`config.mk`:
```
export PLATFORM = sky130hd
export DESIGN_NAME = unpacker
export DESIGN_NICKNAME = d
export VERILOG_FILES = /design/src/rtl/unpacker.sv
export SDC_FILE = /design/constraint.sdc
export NUM_CORES = 1
export LEC_CHECK = 0
export ABC_AREA = 1
export CAP_MARGIN = 10
export CORE_MARGIN = 2
export CORE_UTILIZATION = 30
export DETAILED_ROUTE_END_ITERATION = 16
export SLEW_MARGIN = 20
export SYNTH_ARGS = -nofsm -noshare
export SYNTH_HDL_FRONTEND = slang
export SYNTH_SLANG_ARGS = --single-unit
```
`constraint.sdc`:
```
create_clock -name clk -period 2.1 [get_ports clk]
set_input_delay 0.21 -clock clk [delete_from_list [all_inputs] [get_ports clk]]
set_output_delay 0.21 -clock clk [all_outputs]
set_load 0.05 [all_outputs]
```
`src/rtl/unpacker.sv`:
```
// unpacker: latches a wide word on Sta and returns one element per ReqDat,
// highest-index element first, each ValDat exactly one clock after its request.
module unpacker #(
  parameter int NUM_DATA   = 32,
  parameter int DATA_WIDTH = 8
) (
  input  logic                             clk,
  input  logic                             rst_n,
  input  logic [$clog2(NUM_DATA):0]        NumUnpacker,
  input  logic                             Sta,
  input  logic                             Bypass,
  input  logic [DATA_WIDTH*NUM_DATA-1:0]   DatUnpacker,
  input  logic                             ReqDat,
  output logic                             ValDat,
  output logic [DATA_WIDTH-1:0]            Dat,
  output logic                             Busy,
  output logic                             FnhUnpacker,
  output logic                             ErrReq
);
  localparam int IW = $clog2(NUM_DATA);
  localparam int CW = IW + 1;
  typedef enum logic {IDLE, SEND} state_t;
  state_t state, state_nxt;
  logic [NUM_DATA-1:0][DATA_WIDTH-1:0] word;
  logic [CW-1:0] nlat, cnt, nclamp;
  logic [IW-1:0] idx;
  logic start, zero, take, last;
  assign nclamp = (NumUnpacker > CW'(NUM_DATA)) ? CW'(NUM_DATA) : NumUnpacker;
  assign zero   = Bypass | (Sta & (NumUnpacker == '0));
  assign start  = Sta & ~Bypass & (NumUnpacker != '0);
  // a new Sta or Bypass pre-empts any request in the same cycle
  assign take   = (state == SEND) & ReqDat & ~Sta & ~Bypass;
  assign last   = take & (cnt == nlat - 1'b1);
  assign idx    = IW'(nlat - 1'b1 - cnt);
  assign Busy   = (state == SEND);
  always_ff @(posedge clk or negedge rst_n)
    if (!rst_n) state <= IDLE;
    else        state <= state_nxt;
  always_comb
    state_nxt = zero ? IDLE : start ? SEND : last ? IDLE : state;
  always_ff @(posedge clk or negedge rst_n)
    if (!rst_n) begin
      word        <= '0;
      nlat        <= '0;
      cnt         <= '0;
      ValDat      <= 1'b0;
      Dat         <= '0;
      FnhUnpacker <= 1'b0;
      ErrReq      <= 1'b0;
    end else begin
      word        <= start ? DatUnpacker : word;
      nlat        <= start ? nclamp : nlat;
      cnt         <= (start | zero | last) ? '0 : take ? cnt + 1'b1 : cnt;
      ValDat      <= take;
      Dat         <= take ? word[idx] : Dat;
      FnhUnpacker <= zero | last;
      ErrReq      <= start ? 1'b0 : ((state == IDLE) & ReqDat) ? 1'b1 : ErrReq;
    end
endmodule

```
==> summary by stage <==
Clocking
In this run the number of H-tree levels came out at 1. TritonCTS built the clock tree. At the later pin of the worst-skew pair, clock insertion delay measures 0.57 ns.

The root buffer cell chosen for the clock tree is sky130_fd_sc_hd__clkbuf_16. The clock sink count is 280. The clock-pin transition on the worst setup and hold timing paths is about 0.060 ns. The number of buffers inserted during clock tree synthesis is 31.

The clock passes through at most 3 buffers.

Critical path
In this run the worst path has a maximum fanout of 8. The worst setup path is captured at a flip-flop. At the worst endpoint, the arrival time is ~3.1 ns. In this run the critical register-to-register path is captured at Dat[4].

The worst setup path is of the flip-flop to flip-flop kind. The slack of the worst reg-to-reg path is -0.51 ns. The critical path startpoint is nlat[0].

The worst setup path is launched from a flip-flop. At the worst endpoint, the required time is about 2.6 ns. The worst register-to-register path has a depth of 14. In this run the critical register-to-register path is launched from nlat[0].

Timing
Setup violations remaining at the end of the flow were counted as 8. For the finished layout, the period the worst path requires is ~2.6 ns. The maximum clock skew at final layout is about 0.027 ns.

The period utilization is 124%. The count of pins over their slew limit is 0. At the pin with the least slew margin, the transition time is ~0.53 ns. Setup repair after global routing could not meet its margin everywhere.

The number of failing hold endpoints at the final stage is 0. The fmax is 383 MHz. The worst relative slew slack is 64.3%. After layout, the worst setup slack is -0.512 ns.

Logic synthesis
The synthesized design spends more area on one cell type than any other, namely sky130_fd_sc_hd__dfrtp_1. A synthesized cell averages approximately 7.3 um^2. The share of the Yosys chip area taken by registers is roughly half. The synthesized area is between 10,000 and 15,000 um^2. The yosys synthesis warning count is 0. Synthesis instantiated 17 different standard cells from the library. The cell count after synthesis came out at about 1,900. Summed over its instances, the top area cell type makes up between 50% and 60% of the synthesized netlist area. After synthesis the netlist holds a flip-flop and latch count of 280. The post-synth net total is about 2,100.

In the post-synthesis netlist, the biggest area contributors are sky130_fd_sc_hd__dfrtp_1 (52%), sky130_fd_sc_hd__nand2_1 (22%), sky130_fd_sc_hd__nand3_1 (7.5%).

Global route
The largest net degree at the start of global routing is 90. Global routing used 20.0% of the available tracks. The number of global-route vias before repair is around 13,000. The number of antenna violations at the first check in global routing is 0. The first-pass GRT wire length is 74,200 um. The overall overflow remaining after global route is 0.

Power
Combinational logic is responsible for 34.0% of the overall power. The switching share of power is 34.1%. The part of the power in the clock network is a little under a third. The net switching power is roughly 6300 uW. The total power density per cell area is between 900 and 1000 nW/um^2.

The internal portion of total power is between 10,000 and 15,000 uW. Sequential cells burn about a third of the power. The leakage dissipation is ~0.0095 uW. IR analysis of the VDD net gives a maximum drop of about 490 uV.

Route
In this run the remaining antenna-violating nets after routing total 0. The detailed-route DRC error count is 0. The wire length after detailed routing is approximately 48,000 um. The via count of the routed design is 13,100. The first detailed-routing pass took 5 iterations. The via count normalized by instance count is approximately 4.7. The initial detailed-routing violation count is roughly 1,200.

The average wire per standard cell is about 17 um.

Floorplan
279 I/O pins were placed. The core footprint is 45,100 um^2. From left edge to right edge, the die measures between 200 and 250 um. For this configuration, the core starts out at a cell density of a little over 30%. The die footprint is around 47,000 um^2. The site row count is slightly below 80.

In this run the vertical extent of the chip is around 220 um.

Finish
Cells fill ~44% of the core in the end. In the layout the commonest cells are sky130_fd_sc_hd__nand2_1 (769), sky130_fd_sc_hd__dfrtp_1 (280), sky130_fd_sc_hd__clkdlybuf4s50_1 (270). The leading cell type in the layout, fill and taps excluded is sky130_fd_sc_hd__nand2_1.

Summing all flip-flop and latch instances after layout gives around 7000 um^2. The combined area of the multi-input logic cells is about 6000 um^2. The area growth from synthesis to layout is 45.1%. The number of antenna diodes in the final layout is 0. The post-route netlist has 13.1% of its cells at a drive strength greater than 1. The number of standard cells in the final layout excluding fillers is 2,768. The net count reported at finish is approximately 2,400. After filler insertion, the fill cell instance count of the layout stands at ~4,500.

The design area is between 15,000 and 20,000 um^2.

Placement
The worst setup timing slack at the placement stage is -0.538 ns. The post-detailed-placement cell area is ~18,000 um^2. Once placement completed, the tool counted placed cells totaling 2,692. The quantity of I/O buffers inserted on ports is around 280. The HPWL after detailed placement is between 30,000 and 40,000 um. Routability-driven placement finished with a final weighted congestion of 0.861.

Run status
The final reports fail on negative setup slack. The run finished, with violations left.

Flow run
The number of maximum-capacitance violations is 0.

Worst hold path
The tightest min-delay check is of the primary input to asynchronous set/reset pin type.
==> final cells by class <==
| class | count | area share [%] |
|---|---|---|
| inverter | 218 | 4.25 |
| clock inverter | 15 | 1.23 |
| timing repair buffer | 369 | 20.6 |
| multi-input combinational | 1246 | 30.5 |
| sequential | 280 | 35.5 |
| clock buffer | 40 | 4.15 |
| tap | 600 | 3.80 |
==> logic make-up after synthesis <==
family | synth area share [%]
buf+inv | 9.45
flops | 51.5
xor+xnor | 0.644
simple gates | 30.2
fa+ha+maj | 0.699
compound gates | 7.51
==> routing by layer <==
| layer | up-vias | wire, um | GRT usage (%) | part of all wire (%) |
|---|---|---|---|---|
| li1 | 6289 | - | - | - |
| met1 | 6276 | 21700 | 28.2 | 45 |
| met3 | 69 | 3090 | 2.84 | 6.4 |
| met2 | 435 | 22500 | 32.7 | 47 |
| met5 | - | 0 | 0 | 0 |
| met4 | 0 | 1060 | 4.20 | 2.2 |
==> worst max-delay path by stage <==
| stage | to | slack, ns | depth (start not counted) |
|---|---|---|---|
| 2_1_floorplan | Dat[5] | 0.02 | 14 |
| 3_3_place_gp | Dat[3] | -0.53 | 14 |
| 3_5_place_dp | Dat[5] | -0.54 | 14 |
| 4_1_cts | Dat[7] | -0.48 | 15 |
| 5_1_grt | Dat[4] | -0.61 | 15 |
| 6_report | Dat[4] | -0.51 | 14 |
==> power by group through the flow <==
stage	registers (uW)	clock network, uW	logic (uW)
floorplan	6660	0	2630
global route	6520	6070	6860
CTS	6460	5850	5810
detailed placement	6550	0	5240
global placement	6540	0	5240
finish	6450	5740	6290
==> through the flow <==
stage | hold WS (ns) | setup TNS (ns) | total power (uW)
finish | 0.127 | -3.99 | 18500
detailed placement | 0.125 | -4.64 | 11800
global route | 0.138 | -4.82 | 19500
floorplan | -0.0856 | 0 | 9290
global placement | 0.125 | -4.28 | 11800
CTS | 0.116 | -3.92 | 18100
==> sequential cells by signal (all words and copies together) (netlist names) <==
signal / flops
word: 256
Dat: 8
cnt: 6
nlat: 6
Busy: 1
ErrReq: 1
FnhUnpacker: 1
ValDat: 1
==> synth_stat cells, drive strengths merged <==
cell	n
nand2	802
dfrtp	280
inv	218
nand3	204
o21ai	200
buf	64
clkbuf	44
nor2	15
xor2	8
ha	6
a21oi	4
nor3	4
xnor2	2
fa	1
==> critical path: stages, from the launching register on <==
cell and delay [ns]:
sky130_fd_sc_hd__dfrtp_1 0.36, sky130_fd_sc_hd__inv_2 0.06, sky130_fd_sc_hd__ha_4 0.26, sky130_fd_sc_hd__inv_2 0.04
sky130_fd_sc_hd__fa_4 0.88, sky130_fd_sc_hd__buf_12 0.17, sky130_fd_sc_hd__buf_12 0.17, sky130_fd_sc_hd__nand3_2 0.14
sky130_fd_sc_hd__nand2_1 0.09, sky130_fd_sc_hd__nand2_1 0.06, sky130_fd_sc_hd__nand3_2 0.08, sky130_fd_sc_hd__nand3_2 0.07
sky130_fd_sc_hd__nand2_2 0.07, sky130_fd_sc_hd__nand2_1 0.05, sky130_fd_sc_hd__nand2_1 0.05
==> repair_timing <==
| item | CTS | global route |
|---|---|---|
| hold buffers | 1 | 0 |
| buffers inserted | 10 | 3 |
| gates resized for setup | 72 | 106 |
| pin swaps | 19 | 65 |
| endpoints found under the setup margin | 20 | 16 |
| hold endpoints to repair | 274 | 0 |
| gates cloned | 6 | 5 |
Note: power is estimated with default switching activity, not from simulation.
